===== src/rtl/dfifo_pkg.sv =====
// Shared types and defaults for the distributed-FIFO burst reader.
// Holds the state encoding and the burst-length decode helper.
package dfifo_pkg;

    localparam int DFIFO_DATA_WIDTH = 32;
    localparam int DFIFO_LEN_W      = 8;
    localparam int DFIFO_RD_LATENCY = 2;

    typedef enum logic [1:0] {
        ST_IDLE  = 2'd0,
        ST_RUN   = 2'd1,
        ST_DRAIN = 2'd2
    } dfifo_state_e;

    // A zero length field stands for the largest burst, 2^lw words.
    function automatic int unsigned dfifo_len_decode(
        input int unsigned len,
        input int unsigned lw
    );
        return (len == 0) ? (32'd1 << lw) : len;
    endfunction

endpackage


===== src/rtl/dfifo_rd_skid_buf.sv =====
// Circular word buffer that absorbs FIFO read data still in flight.
// Write and read may coincide on a full buffer; the count then holds.
module dfifo_rd_skid_buf #(
    parameter int DW    = 32,
    parameter int DEPTH = 4
) (
    input  logic                       clk,
    input  logic                       rst_n,
    input  logic                       wr_en_i,
    input  logic [DW-1:0]              wr_data_i,
    input  logic                       rd_en_i,
    output logic [DW-1:0]              rd_data_o,
    output logic                       empty_o,
    output logic [$clog2(DEPTH+1)-1:0] count_o
);

    localparam int PW = $clog2(DEPTH);
    localparam int CW = $clog2(DEPTH + 1);

    logic [DW-1:0] mem_q [DEPTH];
    logic [PW-1:0] wr_ptr_q;
    logic [PW-1:0] rd_ptr_q;
    logic [CW-1:0] count_q;
    logic          do_rd;
    logic          do_wr;

    function automatic logic [PW-1:0] ptr_inc(input logic [PW-1:0] p);
        return (p == PW'(DEPTH - 1)) ? '0 : p + PW'(1);
    endfunction

    assign do_rd = rd_en_i && (count_q != '0);
    assign do_wr = wr_en_i && ((count_q != CW'(DEPTH)) || do_rd);

    always_ff @(posedge clk) begin
        if (!rst_n) begin
            wr_ptr_q <= '0;
            rd_ptr_q <= '0;
            count_q  <= '0;
            for (int i = 0; i < DEPTH; i++) mem_q[i] <= '0;
        end else begin
            if (do_wr) begin
                mem_q[wr_ptr_q] <= wr_data_i;
                wr_ptr_q        <= ptr_inc(wr_ptr_q);
            end
            if (do_rd) rd_ptr_q <= ptr_inc(rd_ptr_q);
            count_q <= count_q + CW'(do_wr) - CW'(do_rd);
        end
    end

    assign rd_data_o = mem_q[rd_ptr_q];
    assign empty_o   = (count_q == '0);
    assign count_o   = count_q;

endmodule


===== src/rtl/dfifo_burst_reader.sv =====
// Drains cmd_len words from a registered-read FIFO into a valid/ready stream.
// Define DFIFO_BURST_RD_STATS_EN to build the FIFO-starvation counter.
module dfifo_burst_reader
    import dfifo_pkg::*;
#(
    parameter int DATA_WIDTH = DFIFO_DATA_WIDTH,
    parameter int LEN_W      = DFIFO_LEN_W,
    parameter int RD_LATENCY = DFIFO_RD_LATENCY,
    parameter int BUF_DEPTH  = 4
) (
    input  logic                  clk,
    input  logic                  rst_n,
    input  logic                  cmd_valid,
    output logic                  cmd_ready,
    input  logic [LEN_W-1:0]      cmd_len,
    output logic                  fifo_rd_en,
    input  logic [DATA_WIDTH-1:0] fifo_rd_data,
    input  logic                  fifo_empty,
    output logic                  m_valid,
    input  logic                  m_ready,
    output logic [DATA_WIDTH-1:0] m_data,
    output logic                  m_last,
    output logic                  done,
    output logic [15:0]           stall_cnt
);

    localparam int LCW = LEN_W + 1;
    localparam int IW  = $clog2(RD_LATENCY + 1);
    localparam int BCW = $clog2(BUF_DEPTH + 1);
    localparam int OW  = $clog2(BUF_DEPTH + RD_LATENCY + 1);

    if (BUF_DEPTH < RD_LATENCY + 2) begin : g_bad_depth
        $error("BUF_DEPTH must be >= RD_LATENCY+2");
    end

    dfifo_state_e          state_q;
    logic [LCW-1:0]        len_q;
    logic [LCW-1:0]        issued_q;
    logic [LCW-1:0]        deliv_q;
    logic                  cmd_ready_q;
    logic                  done_q;
    logic [RD_LATENCY-1:0] pipe_q;
    logic [IW-1:0]         inflight;
    logic [BCW-1:0]        buf_cnt;
    logic [OW-1:0]         occ;
    logic [DATA_WIDTH-1:0] buf_data;
    logic                  buf_empty;
    logic                  pop;
    logic                  accept;

    always_comb begin
        inflight = '0;
        for (int i = 0; i < RD_LATENCY; i++) begin
            inflight = inflight + IW'(pipe_q[i]);
        end
    end

    // Reserve buffer room for every read still travelling through the pipe.
    assign occ        = OW'(inflight) + OW'(buf_cnt);
    assign fifo_rd_en = (state_q == ST_RUN) && !fifo_empty &&
                        (issued_q < len_q) && (occ < OW'(BUF_DEPTH));

    assign m_valid   = !buf_empty;
    assign m_data    = m_valid ? buf_data : '0;
    assign m_last    = m_valid && (deliv_q == len_q - LCW'(1));
    assign pop       = m_valid && m_ready;
    assign accept    = cmd_ready_q && cmd_valid;
    assign cmd_ready = cmd_ready_q;
    assign done      = done_q;

    dfifo_rd_skid_buf #(
        .DW    (DATA_WIDTH),
        .DEPTH (BUF_DEPTH)
    ) u_buf (
        .clk       (clk),
        .rst_n     (rst_n),
        .wr_en_i   (pipe_q[RD_LATENCY-1]),
        .wr_data_i (fifo_rd_data),
        .rd_en_i   (pop),
        .rd_data_o (buf_data),
        .empty_o   (buf_empty),
        .count_o   (buf_cnt)
    );

    always_ff @(posedge clk) begin
        if (!rst_n) begin
            state_q     <= ST_IDLE;
            len_q       <= '0;
            issued_q    <= '0;
            deliv_q     <= '0;
            cmd_ready_q <= 1'b0;
            done_q      <= 1'b0;
            pipe_q      <= '0;
        end else begin
            done_q <= 1'b0;
            pipe_q <= (pipe_q << 1) | RD_LATENCY'(fifo_rd_en);
            if (pop) deliv_q <= deliv_q + LCW'(1);
            unique case (state_q)
                ST_IDLE: begin
                    cmd_ready_q <= 1'b1;
                    if (accept) begin
                        state_q     <= ST_RUN;
                        cmd_ready_q <= 1'b0;
                        len_q       <= LCW'(dfifo_len_decode(32'(cmd_len), LEN_W));
                        issued_q    <= '0;
                        deliv_q     <= '0;
                    end
                end
                ST_RUN: begin
                    if (fifo_rd_en) begin
                        issued_q <= issued_q + LCW'(1);
                        if (issued_q + LCW'(1) == len_q) state_q <= ST_DRAIN;
                    end
                end
                ST_DRAIN: begin
                    if (pop && m_last) begin
                        state_q     <= ST_IDLE;
                        done_q      <= 1'b1;
                        cmd_ready_q <= 1'b1;
                    end
                end
                default: state_q <= ST_IDLE;
            endcase
        end
    end

`ifdef DFIFO_BURST_RD_STATS_EN
    logic [15:0] stall_q;

    always_ff @(posedge clk) begin
        if (!rst_n) begin
            stall_q <= '0;
        end else if (accept) begin
            stall_q <= '0;
        end else if ((state_q == ST_RUN) && (issued_q < len_q) &&
                     fifo_empty && (stall_q != 16'hFFFF)) begin
            stall_q <= stall_q + 16'd1;
        end
    end

    assign stall_cnt = stall_q;
`else
    assign stall_cnt = '0;
`endif

endmodule


===== config.mk =====
export PLATFORM = sky130hd
export DESIGN_NAME = dfifo_burst_reader
export DESIGN_NICKNAME = d
export VERILOG_FILES = /design/src/rtl/dfifo_pkg.sv /design/src/rtl/dfifo_rd_skid_buf.sv /design/src/rtl/dfifo_burst_reader.sv
export SDC_FILE = /design/constraint.sdc
export NUM_CORES = 1
export LEC_CHECK = 0
export CAP_MARGIN = 10
export CORE_MARGIN = 2
export CORE_UTILIZATION = 61
export DETAILED_ROUTE_END_ITERATION = 10
export GPL_ROUTABILITY_DRIVEN = 0
export PLACE_DENSITY = 0.86
export SYNTH_ARGS = -nofsm -noshare
export SYNTH_HDL_FRONTEND = slang
export SYNTH_SLANG_ARGS = --single-unit

===== constraint.sdc =====
create_clock -name clk -period 9.96 [get_ports clk]
set_input_delay 1.494 -clock clk [delete_from_list [all_inputs] [get_ports clk]]
set_output_delay 1.494 -clock clk [all_outputs]
set_load 0.005 [all_outputs]

==> flow_summary_export.csv <==
group,metric,value,unit
run_status,outcome,"completed",
detailed_routing,dr.pass1.iters,6,
job,cap_violations,0,
worst_setup_path,r2r_start,"u_buf.count_o[1]",
detailed_routing,vias,5744,
worst_setup_path,r2r.worst_path.cells,11,
timing,hold_violations,0,
power,pwr-share-comb,23.0,%
detailed_routing,routed_wl,18.6,mm
power,cellPowerDensity,196,nW/um2
clock_network,cts_resized,0,
worst_setup_path,slowest_delay,0.50,ns
cells_and_area,final_core_util,74.6,%
power,p_int,1.45,mW
detailed_routing,drc,0,
cells_and_area,final_cells,963,
global_route,grt_use_total,26.8,%
clock_network,cts_setup_buffers,0,
worst_setup_path,crit_chain,"clkdlybuf4s50_1 -> a211o_1 -> a211oi_1 -> buf_4 -> nand3_1 -> inv_1 -> clkdlybuf4s50_1",
clock_network,cts_sinks,170,
floorplan,start_util,63.0,%
timing,slew_viol_final,0,
floorplan,die_h,121,um
clock_network,cts.path.max_buffers,2,
worst_setup_path,crit_top_cell,"clkdlybuf4s50_1",
worst_setup_path,crit_type,"primary input to output pin",
worst_setup_path,reg2reg_to,"u_buf.count_o[2]",
yosys,synth_flop_cell,"edfxtp_1",
yosys,synth_edf_count,128,
global_route,grt_max_degree,35,
power,p_leak,3.68,nW
worst_setup_path,crit_path_start_kind,"primary input",
timing,setup_violations,0,
yosys,synth_warnings,0,
detailed_routing,drt_iter0_drc,672,
power,p_switching,0.501,mW
worst_setup_path,rrSetupSlack,7.13,ns
timing,max_freq,207,MHz
timing,setup_slack,5.13,ns
clock_network,cts_max_level,4,
hold_path,holdPathStages,1,
yosys,async_flop_share,0,%
worst_setup_path,cp_top_family,"buffers and inverters",
cells_and_area,drive_gt1_share,11.3,%
hold_path,hold_path.class,"register to register",
yosys,ys_seq_area_share,55.7,%
clock_network,cts.clk_slew.worst_paths,0.06,ns
timing,relSlewSlack,26.3,%
worst_setup_path,endpoint_kind,"output pin",
timing,clock_skew,0.00708,ns
worst_setup_path,crit_arrival,3.33,ns
global_route,grt_pass1_wl,29.4,mm
worst_setup_path,path_buf_inv,4,
detailed_routing,ant_nets,0,
hold_path,min_to,"pipe_q[1]",
placed_design,place_ws,5.18,ns
yosys,yosys_register_bits,170,
cells_and_area,layout.nets,838,
floorplan,rows,42,
floorplan,die_w,121,um
timing,rsz0062_at_grt,"false",
floorplan,pin_count,98,
worst_setup_path,path_max_fanout,11,
clock_network,worstSkewPairLatency,0.43,ns
cells_and_area,diodes,0,
floorplan,core,13300,um2
detailed_routing,wl_per_cell,19.4,um
placed_design,io_buffers,81,
yosys,synth_cell_types,51,
power,clkPwrFrac,34.8,%
power,swShare,25.7,%
clock_network,numCtsBuffers,17,
yosys,syn_inst,704,
yosys,synth_area,8410,um2
clock_network,cts_tree,"built",
global_route,gr-total-overflow,0,
timing,tns,0,ns
placed_design,dp_hpwl,11.7,mm
detailed_routing,via_per_inst,5.96,
placed_design,dp.cells,931,
timing,tightestPinTransition,1.10,ns
worst_setup_path,cp_slowest_cell,"clkdlybuf4s50_1",
global_route,grt_pass1_vias,5723,
cells_and_area,syn2layout_area_growth,18.5,%
power,seqPwrFrac,42.3,%
clock_network,cts_hold_buf,0,
floorplan,die_area,14700,um2
timing,fin_crit_sh,48.5,%
clock_network,cts_root_buf,"clkbuf_16",
hold_path,min_from,"pipe_q[0]",
worst_setup_path,required,8.47,ns
timing,hold_slack,0.482,ns
global_route,antenna_found_initial,0,
yosys,postSynthAreaPerCell,11.9,um2
power,peakVddDrop,0.139,mV
timing,min_period,4.83,ns
==> stage by stage <==
step | cell area, um2 | total power [mW]
2_1_floorplan | 8470 | 1.08
3_3_place_gp | 9340 | 1.27
3_5_place_dp | 9340 | 1.28
4_1_cts | 9940 | 1.96
5_1_grt | 9960 | 2.03
6_report | 9960 | 1.95
==> cell usage after synthesis (all sizes together) (2+ instances only) <==
cell,instances,area [um2]
edfxtp,128,3840
nand4,8,50.1
nor4,4,25.0
nand3,13,65.1
nor3b,5,37.5
o221ai,2,17.5
xnor2,13,114
mux4,32,721
nand2b,6,37.5
nor2,28,105
nor3,8,40.0
nand4b,2,17.5
o21ai,13,65.1
and2,162,1010
nand3b,2,15.0
clkbuf,34,128
o211ai,3,27.5
buf,20,135
a31oi,4,25.0
o41ai,2,17.5
or4,2,18.8
a21oi,31,155
nand2,52,195
nor2b,4,25.0
ha,17,213
and3,3,18.8
inv,22,82.6
a21o,8,60.1
a211oi,2,15.0
dfxtp,42,841
or3,6,38.8
xor2,13,114
==> power groups by stage <==
| stage | registers, mW | logic (mW) | clock network (mW) |
|---|---|---|---|
| 3_5_place_dp | 0.839 | 0.446 | 0 |
| 5_1_grt | 0.828 | 0.488 | 0.715 |
| 6_report | 0.825 | 0.448 | 0.679 |
| 3_3_place_gp | 0.835 | 0.433 | 0 |
| 4_1_cts | 0.825 | 0.450 | 0.681 |
| 2_1_floorplan | 0.823 | 0.258 | 0 |
==> registers in the layout, summed over array words and instances, names as in the netlist, named ones only <==
register        flops
deliv_q             9
len_q               9
issued_q            9
cmd_ready           1
u_buf.mem_q       128
u_buf.count_o       3
u_buf.rd_ptr_q      2
u_buf.wr_ptr_q      2
state_q             2
pipe_q              2
done                1
==> cell usage in the layout (no fill, tap or decap), types with 16 or more instances in the layout <==
cell type,n
ha_1,17
clkbuf_16,17
edfxtp_1,128
mux4_2,32
conb_1,16
inv_1,20
and2_1,162
clkdlybuf4s50_1,81
dfxtp_1,40
a21oi_1,31
nor2_1,27
nand2_1,52
==> how the worst max path moves through the flow <==
stage                    start  slack, ns  cells after the start                 to
floorplan              m_ready       5.54                      2  u_buf.mem_q[3][0]
CTS                 fifo_empty       5.13                      7         fifo_rd_en
finish              fifo_empty       5.13                      7         fifo_rd_en
detailed placement  fifo_empty       5.18                      7         fifo_rd_en
global placement    fifo_empty       5.17                      7         fifo_rd_en
global route        fifo_empty       4.99                      7         fifo_rd_en
==> logic make-up after synthesis <==
logic type      count (synthesis)  synth area share [%]
buf+inv                        77                  4.15
xor+xnor                       27                  2.98
compound gates                 71                  5.16
simple gates                  308                  20.6
fa+ha+maj                      18                  2.77
flops                         170                  55.7
mux                            32                  8.57
other cells                     1                0.0446
==> per-layer routing <==
layer	vias up	part of all wire, %	GRT usage, %
met3	42	5.8	4.56
met5	-	0	0
met1	2828	40	33.4
met4	0	2.8	12.2
met2	274	52	45.9
li1	2600	-	-
==> worst register-to-register path: cells and delay by family, from the launching register on <==
kind	cells	cell delay, ns
buffers and inverters	4	0.54
adders and majority gates	3	0.82
xor gates and xnor gates	1	0.19
and+or+nand+nor	3	0.77
DFF	1	0.37
==> layout make-up <==
type                    instances  area (um2)
clock buffers                  17         425
flip-flops and latches        170        4690
well taps                     176         220
clock inverters                14         178
multi-input cells             472        3470
inverters                      23        86.3
repair buffers                 91         898
fillers                       843        3380
No activity file was read; power rests on OpenSTA's default activity.
